[src/rtl/ysyx_24100006_icache_pkg.sv]
// ---------------------------------------------------------------------------
// ysyx_24100006_icache_pkg : shared types, geometry and address slicing. Rev 1.0
// ---------------------------------------------------------------------------
`default_nettype none

package ysyx_24100006_icache_pkg;

  localparam int C_IDX_W = 4;
  localparam int C_OFF_W = 4;
  localparam int C_LINES = 1 << C_IDX_W;
  localparam int C_WORDS = 1 << (C_OFF_W - 2);

  typedef enum logic [2:0] {
    S_IDLE    = 3'd0,
    S_LOOKUP  = 3'd1,
    S_MISS_AR = 3'd2,
    S_MISS_R  = 3'd3,
    S_RESP    = 3'd4,
    S_FLUSH   = 3'd5
  } state_e;

  // Fields come back right-aligned in 32 bits; callers cast to their width.
  function automatic logic [31:0] addr_tag(input logic [31:0] a, input int idx_w, input int off_w);
    return a >> (idx_w + off_w);
  endfunction

  function automatic logic [31:0] addr_idx(input logic [31:0] a, input int idx_w, input int off_w);
    return (a >> off_w) & ((32'd1 << idx_w) - 32'd1);
  endfunction

  function automatic logic [31:0] addr_word(input logic [31:0] a, input int off_w);
    return (a >> 2) & ((32'd1 << (off_w - 2)) - 32'd1);
  endfunction

endpackage

`default_nettype wire

[src/rtl/ysyx_24100006_icache_array.sv]
// ---------------------------------------------------------------------------
// ysyx_24100006_icache_array : tag/valid/data storage, one write port. Rev 1.0
// ---------------------------------------------------------------------------
`default_nettype none

module ysyx_24100006_icache_array
  import ysyx_24100006_icache_pkg::*;
#(
  parameter int IDX_W = C_IDX_W,
  parameter int OFF_W = C_OFF_W,
  parameter int TAG_W = 32 - C_IDX_W - C_OFF_W
) (
  input  logic               clk,
  input  logic               reset,
  input  logic               i_flush,
  input  logic [IDX_W-1:0]   i_idx,
  input  logic               i_tv_we,
  input  logic               i_tv_valid,
  input  logic [TAG_W-1:0]   i_tag,
  input  logic               i_data_we,
  input  logic [OFF_W-3:0]   i_wword,
  input  logic [31:0]        i_wdata,
  input  logic [OFF_W-3:0]   i_rword,
  output logic               o_valid,
  output logic [TAG_W-1:0]   o_tag,
  output logic [31:0]        o_rdata
);

  localparam int LINES = 1 << IDX_W;
  localparam int WORDS = 1 << (OFF_W - 2);

  logic [LINES-1:0] r_valid;
  logic [TAG_W-1:0] r_tag  [LINES];
  logic [31:0]      r_data [LINES*WORDS];

  always_ff @(posedge clk) begin
    if (reset || i_flush) begin
      r_valid <= '0;
    end else if (i_tv_we) begin
      r_valid[i_idx] <= i_tv_valid;
    end
  end

  // Tag and data contents are meaningless until valid is set, so no reset.
  always_ff @(posedge clk) begin
    if (i_tv_we) begin
      r_tag[i_idx] <= i_tag;
    end
    if (i_data_we) begin
      r_data[{i_idx, i_wword}] <= i_wdata;
    end
  end

  assign o_valid = r_valid[i_idx];
  assign o_tag   = r_tag[i_idx];
  assign o_rdata = r_data[{i_idx, i_rword}];

endmodule

`default_nettype wire

[src/rtl/ysyx_24100006_icache.sv]
// ---------------------------------------------------------------------------
// ysyx_24100006_icache : direct-mapped read-only I-cache with AXI-Lite refill
// and fence.i invalidation. Rev 1.0
// ---------------------------------------------------------------------------
`default_nettype none

module ysyx_24100006_icache
  import ysyx_24100006_icache_pkg::*;
#(
  parameter int IDX_W = C_IDX_W,
  parameter int OFF_W = C_OFF_W
) (
  input  logic        clk,
  input  logic        reset,
  input  logic [31:0] s_araddr,
  input  logic        s_arvalid,
  output logic        s_arready,
  output logic        s_rvalid,
  input  logic        s_rready,
  output logic [31:0] s_rdata,
  input  logic        is_fence_i,
  output logic        icache_flush_done,
  output logic [31:0] m_araddr,
  output logic        m_arvalid,
  input  logic        m_arready,
  input  logic        m_rvalid,
  output logic        m_rready,
  input  logic [31:0] m_rdata,
  output logic [31:0] hit_cnt,
  output logic [31:0] miss_cnt
);

  localparam int TAG_W = 32 - IDX_W - OFF_W;
  localparam int WRD_W = OFF_W - 2;

  state_e            r_state;
  state_e            w_state_nxt;
  logic [31:0]       r_addr;
  logic [WRD_W-1:0]  r_cnt;
  logic [31:0]       r_rdata;
  logic [31:0]       r_hit_cnt;
  logic [31:0]       r_miss_cnt;
  logic              r_fence_q;
  logic              r_fence_pending;

  logic [TAG_W-1:0]  w_tag;
  logic [IDX_W-1:0]  w_idx;
  logic [WRD_W-1:0]  w_word;
  logic              w_arr_valid;
  logic [TAG_W-1:0]  w_arr_tag;
  logic [31:0]       w_arr_rdata;
  logic              w_hit;
  logic              w_last;
  logic              w_beat;
  logic              w_fence_rise;
  logic              w_fence_go;
  logic              w_tv_we;
  logic              w_tv_valid;

  assign w_tag  = TAG_W'(addr_tag(r_addr, IDX_W, OFF_W));
  assign w_idx  = IDX_W'(addr_idx(r_addr, IDX_W, OFF_W));
  assign w_word = WRD_W'(addr_word(r_addr, OFF_W));

  assign w_hit        = w_arr_valid && (w_arr_tag == w_tag);
  assign w_last       = (r_cnt == {WRD_W{1'b1}});
  assign w_beat       = (r_state == S_MISS_R) && m_rvalid;
  assign w_fence_rise = is_fence_i && !r_fence_q;
  assign w_fence_go   = r_fence_pending || w_fence_rise;

  always_comb begin
    w_state_nxt = r_state;
    w_tv_we     = 1'b0;
    w_tv_valid  = 1'b0;
    case (r_state)
      S_IDLE: begin
        if (w_fence_go) begin
          w_state_nxt = S_FLUSH;
        end else if (s_arvalid) begin
          w_state_nxt = S_LOOKUP;
        end
      end
      S_LOOKUP: begin
        if (w_hit) begin
          w_state_nxt = S_RESP;
        end else begin
          w_state_nxt = S_MISS_AR;
          w_tv_we     = 1'b1;
        end
      end
      S_MISS_AR: begin
        if (m_arready) begin
          w_state_nxt = S_MISS_R;
        end
      end
      S_MISS_R: begin
        if (m_rvalid) begin
          if (w_last) begin
            w_state_nxt = S_RESP;
            w_tv_we     = 1'b1;
            w_tv_valid  = 1'b1;
          end else begin
            w_state_nxt = S_MISS_AR;
          end
        end
      end
      S_RESP: begin
        if (s_rready) begin
          w_state_nxt = S_IDLE;
        end
      end
      S_FLUSH: begin
        w_state_nxt = S_IDLE;
      end
      default: begin
        w_state_nxt = S_IDLE;
      end
    endcase
  end

  always_ff @(posedge clk) begin
    if (reset) begin
      r_state         <= S_IDLE;
      r_addr          <= '0;
      r_cnt           <= '0;
      r_rdata         <= '0;
      r_hit_cnt       <= '0;
      r_miss_cnt      <= '0;
      r_fence_q       <= 1'b0;
      r_fence_pending <= 1'b0;
    end else begin
      r_state   <= w_state_nxt;
      r_fence_q <= is_fence_i;
      if (r_state == S_FLUSH) begin
        r_fence_pending <= 1'b0;
      end else if (w_fence_rise && (r_state != S_IDLE)) begin
        r_fence_pending <= 1'b1;
      end
      if ((r_state == S_IDLE) && !w_fence_go && s_arvalid) begin
        r_addr <= s_araddr;
      end
      if (r_state == S_LOOKUP) begin
        if (w_hit) begin
          r_rdata   <= w_arr_rdata;
          r_hit_cnt <= r_hit_cnt + 32'd1;
        end else begin
          r_cnt      <= '0;
          r_miss_cnt <= r_miss_cnt + 32'd1;
        end
      end
      // The array read still sees pre-write contents, so the word landing
      // this cycle must be forwarded from the bus.
      if (w_beat) begin
        if (w_last) begin
          r_rdata <= (r_cnt == w_word) ? m_rdata : w_arr_rdata;
        end else begin
          r_cnt <= r_cnt + 1'b1;
        end
      end
    end
  end

  ysyx_24100006_icache_array #(
    .IDX_W (IDX_W),
    .OFF_W (OFF_W),
    .TAG_W (TAG_W)
  ) u_array (
    .clk        (clk),
    .reset      (reset),
    .i_flush    (r_state == S_FLUSH),
    .i_idx      (w_idx),
    .i_tv_we    (w_tv_we),
    .i_tv_valid (w_tv_valid),
    .i_tag      (w_tag),
    .i_data_we  (w_beat),
    .i_wword    (r_cnt),
    .i_wdata    (m_rdata),
    .i_rword    (w_word),
    .o_valid    (w_arr_valid),
    .o_tag      (w_arr_tag),
    .o_rdata    (w_arr_rdata)
  );

  assign s_arready         = (r_state == S_IDLE) && !w_fence_go;
  assign s_rvalid          = (r_state == S_RESP);
  assign s_rdata           = r_rdata;
  assign icache_flush_done = (r_state == S_FLUSH);
  assign m_arvalid         = (r_state == S_MISS_AR);
  assign m_rready          = (r_state == S_MISS_R);
  assign m_araddr          = {w_tag, w_idx, r_cnt, 2'b00};
  assign hit_cnt           = r_hit_cnt;
  assign miss_cnt          = r_miss_cnt;

endmodule

`default_nettype wire

[config.mk]
export PLATFORM = sky130hd
export DESIGN_NAME = ysyx_24100006_icache
export DESIGN_NICKNAME = d
export VERILOG_FILES = /design/src/rtl/ysyx_24100006_icache_pkg.sv /design/src/rtl/ysyx_24100006_icache_array.sv /design/src/rtl/ysyx_24100006_icache.sv
export SDC_FILE = /design/constraint.sdc
export NUM_CORES = 2
export LEC_CHECK = 0
export CAP_MARGIN = 10
export CORE_MARGIN = 5
export CORE_UTILIZATION = 25
export CTS_BUF_LIST = sky130_fd_sc_hd__clkbuf_4 sky130_fd_sc_hd__clkbuf_8
export CTS_CLUSTER_DIAMETER = 120
export CTS_CLUSTER_SIZE = 25
export DETAILED_ROUTE_END_ITERATION = 8
export PLACE_DENSITY_LB_ADDON = 0.12
export SYNTH_ARGS = -nofsm -noshare
export SYNTH_HDL_FRONTEND = slang
export SYNTH_SLANG_ARGS = --single-unit
[constraint.sdc]
create_clock -name clk -period 5 [get_ports clk]
set_clock_uncertainty 0.2 [all_clocks]
set_input_delay 0.5 -clock clk [delete_from_list [all_inputs] [get_ports clk]]
set_output_delay 0.5 -clock clk [all_outputs]
set_load 0.01 [all_outputs]
==> flow_metrics.tcl <==
set metrics [dict create \
    status "finished, final reports clean" \
    dp.cells 10100 \
    gp_congestion 0.716 \
    nets 5075 \
    finalNonFillerCells 10300 \
    via_count 47900 \
    synth_area_um2 100000 \
    dr.max_layer_used "met5" \
    worst_pin_slew_ns 1.26 \
    crit_end "u_array.r_tag[12][13]" \
    core_area_um2 399000 \
    critical_path_required_ns 5.62 \
    max_freq_ghz 0.218 \
    yosys.cell_types.count 68 \
    fin_hold_ws_ns 0.167 \
    min_period_ns 4.60 \
    finalMaxSlewViolations 0 \
    tritoncts "yes" \
    met1_length_um 142000 \
    synth_warnings 0 \
    synth_fa_ha_area_share_pct 0.0374 \
    post_cts_resized 0 \
    finalWorstSetupSlack_ns 0.404 \
    synth_mux_area_share_pct 17.9 \
    synth_largest_area_cell "edfxtp_1" \
    arrival_ns 5.22 \
    power_mw 40.4 \
    netSwitchingFraction_pct 26.4 \
    grt_pass1_vias 49800 \
    async_flop_share_pct 0 \
    clk_pin_slew_ns 0.16 \
    min-delay-path-class "in2reg" \
    leakage_nw 32.8 \
    finalHoldViolCount 0 \
    r2r_end "u_array.r_tag[12][13]" \
    synthXorXnorAreaFrac_pct 0.332 \
    reg2reg_depth 11 \
    stdcell_area_um2 115000 \
    ir_worst_vdd_mv 0.207 \
    num_rows 232 \
    synth-main-ff-cell "edfxtp_1" \
    p_sw_mw 10.7 \
    viasPerCell 4.63 \
    synthSimpleGateAreaFrac_pct 2.42 \
    tns_ns 0 \
    portBuffers 199 \
    die_height_um 643 \
    io_pins 204 \
    synth_seq_cells 2587 \
    grt_setup_unrepaired "false" \
    routed_wl_um 311000 \
    grt_max_degree 66 \
    syn_inst 4579 \
    drtPass1Iterations 5 \
    criticalPathCategory "reg2reg" \
    wire_per_inst_um 30.1 \
    dp_hpwl_um 179000 \
    crit_path_start_kind "flip-flop" \
    synth-edff-count 2432 \
    drt-initial-drc-count 4065 \
    grt_pass1_wl_um 425000 \
    synth_top_area_share_pct 72.8 \
    clock-sinks 2587 \
    clock_latency_ns 1.13 \
    p_comb_share_pct 16.4 \
    cts_root_buffer "clkbuf_8" \
    reg2reg_slack_ns 0.40 \
    fin_util_pct 28.7 \
    finalSetupViolCount 0 \
    ys_top_cells_by_count "edfxtp_1 (2,432), mux4_2 (764), clkbuf_1 (169)" \
    grtUsageTotal_pct 14.6 \
    ant_nets 0 \
    finalCritPeriodShare_pct 91.9 \
    clockBufferDepth 4 \
    die_w_um 643 \
    cap_violations 0 \
    drc 0 \
    synth_top_family_by_area "multiplexers" \
    area_growth_pct 14.2 \
    dp_slack_ns 0.364 \
    power.density_nw_per_um2 352 \
    initial_utilization_pct 25.1 \
    syn_avg_cell_area_um2 21.9 \
    wl_met3_um 11800 \
    pwr-share-seq_pct 59.9 \
    crit_path_end_kind "flip-flop" \
    slew_headroom_pct 15.9 \
    p_clk_share_pct 23.7 \
    dpl_cell_area_um2 112000 \
    dieArea_um2 414000 \
    cts_max_level 3 \
    internal_power_mw 29.7 \
    critPathMaxFanout 21 \
    synth_most_common_cell "edfxtp_1" \
    ys_seq_area_share_pct 75.9 \
    cts_buffers 121 \
    synth_area_leaders "edfxtp_1 (73%), mux4_2 (17%), dfxtp_1 (3.1%)" \
    synth_compound_area_share_pct 1.94 \
    met2_length_um 151000 \
    drive_gt1_share_pct 28.6 \
    grt_overflow_total 0 \
    antenna_found_initial 18 \
]
## cells in the final DEF, fill, tap and decap left out, drive strengths merged, types with 10 or more instances in the layout
master         instances
clkbuf               182
a21oi                122
nor4                  10
o21ai                 43
nand2                136
mux2                  20
and3                  16
edfxtp              2432
xnor2                 18
clkdlybuf4s50        166
a211oi                11
nor2                 149
buf                  346
a2111oi               32
dfxtp                155
nor2b                 31
nand3                 54
o31ai                 19
dlygate4sd3           72
xor2                  20
nand4                 15
mux4                 764
or4                   18
or3                   22
inv                   53
mux2i                 49
## state kept, by name (all words and copies together) (netlist names), named ones only
name	flops
hit_cnt	32
u_array.r_valid	16
r_fence_q	1
r_fence_pending	1
r_state	3
u_array.r_data	2048
miss_cnt	32
u_array.r_tag	384
r_addr	30
s_rdata	32
r_cnt	2
## final cells by class
type                       instances  area, um^2
multi-input combinational       1660       23300
tap                             5265        6590
inverter                          47         178
fill                           39100      285000
sequential                      2587       76200
antenna                            1        2.50
clock inverter                    11         163
timing repair buffer             584        6030
clock buffer                     182        2140
## logic make-up after synthesis
family          after synthesis
flops                      2587
mux                         833
simple gates                499
buf+inv                     333
compound gates              285
xor+xnor                     38
fa+ha+maj                     3
other cells                   1
## per-layer routing
layer	up-vias	track usage [%]
met2	999	24.4
li1	19900	-
met1	26800	20.5
met5	-	0
met3	229	1.83
met4	4	2.94
## how the worst min path moves through the flow
stage	slack, ns	endpoint	cells past startpoint	startpoint
after global routing	0.10	u_array.r_data[36][1]	2	m_rdata[1]
after CTS	0.02	u_array.r_data[36][1]	2	m_rdata[1]
final	0.17	u_array.r_data[48][27]	1	m_rdata[27]
after global placement	0.26	hit_cnt[23]	2	hit_cnt[23]
after detailed placement	0.27	u_array.r_valid[6]	2	u_array.r_valid[6]
after floorplan	0.25	u_array.r_valid[7]	2	u_array.r_valid[7]
## power by group through the flow
stage | clock network [mW] | registers (mW) | logic, mW
after floorplan | 0 | 24.6 | 3.94
after global placement | 0 | 24.7 | 6.81
after detailed placement | 0 | 24.7 | 6.81
after CTS | 10.1 | 24.2 | 6.87
after global routing | 10.7 | 24.2 | 7.07
final | 9.56 | 24.2 | 6.61
## worst max-delay path, cell delays in order, from the launching register on
cell and delay [ns]:
dfxtp_4 0.56, buf_12 0.25, mux4_2 0.54, mux4_2 0.50, xor2_1 0.22, a2111oi_4 0.44, nand4_2 0.38, o21ai_4 0.25
and2_1 0.17, buf_4 0.41, nor2_4 0.14, buf_4 0.20
## repair_timing
item | CTS | global route
buffers inserted | 0 | 0
hold buffers | 72 | 0
hold endpoints to repair | 1781 | 0
Power figures use the tool's default switching activity.
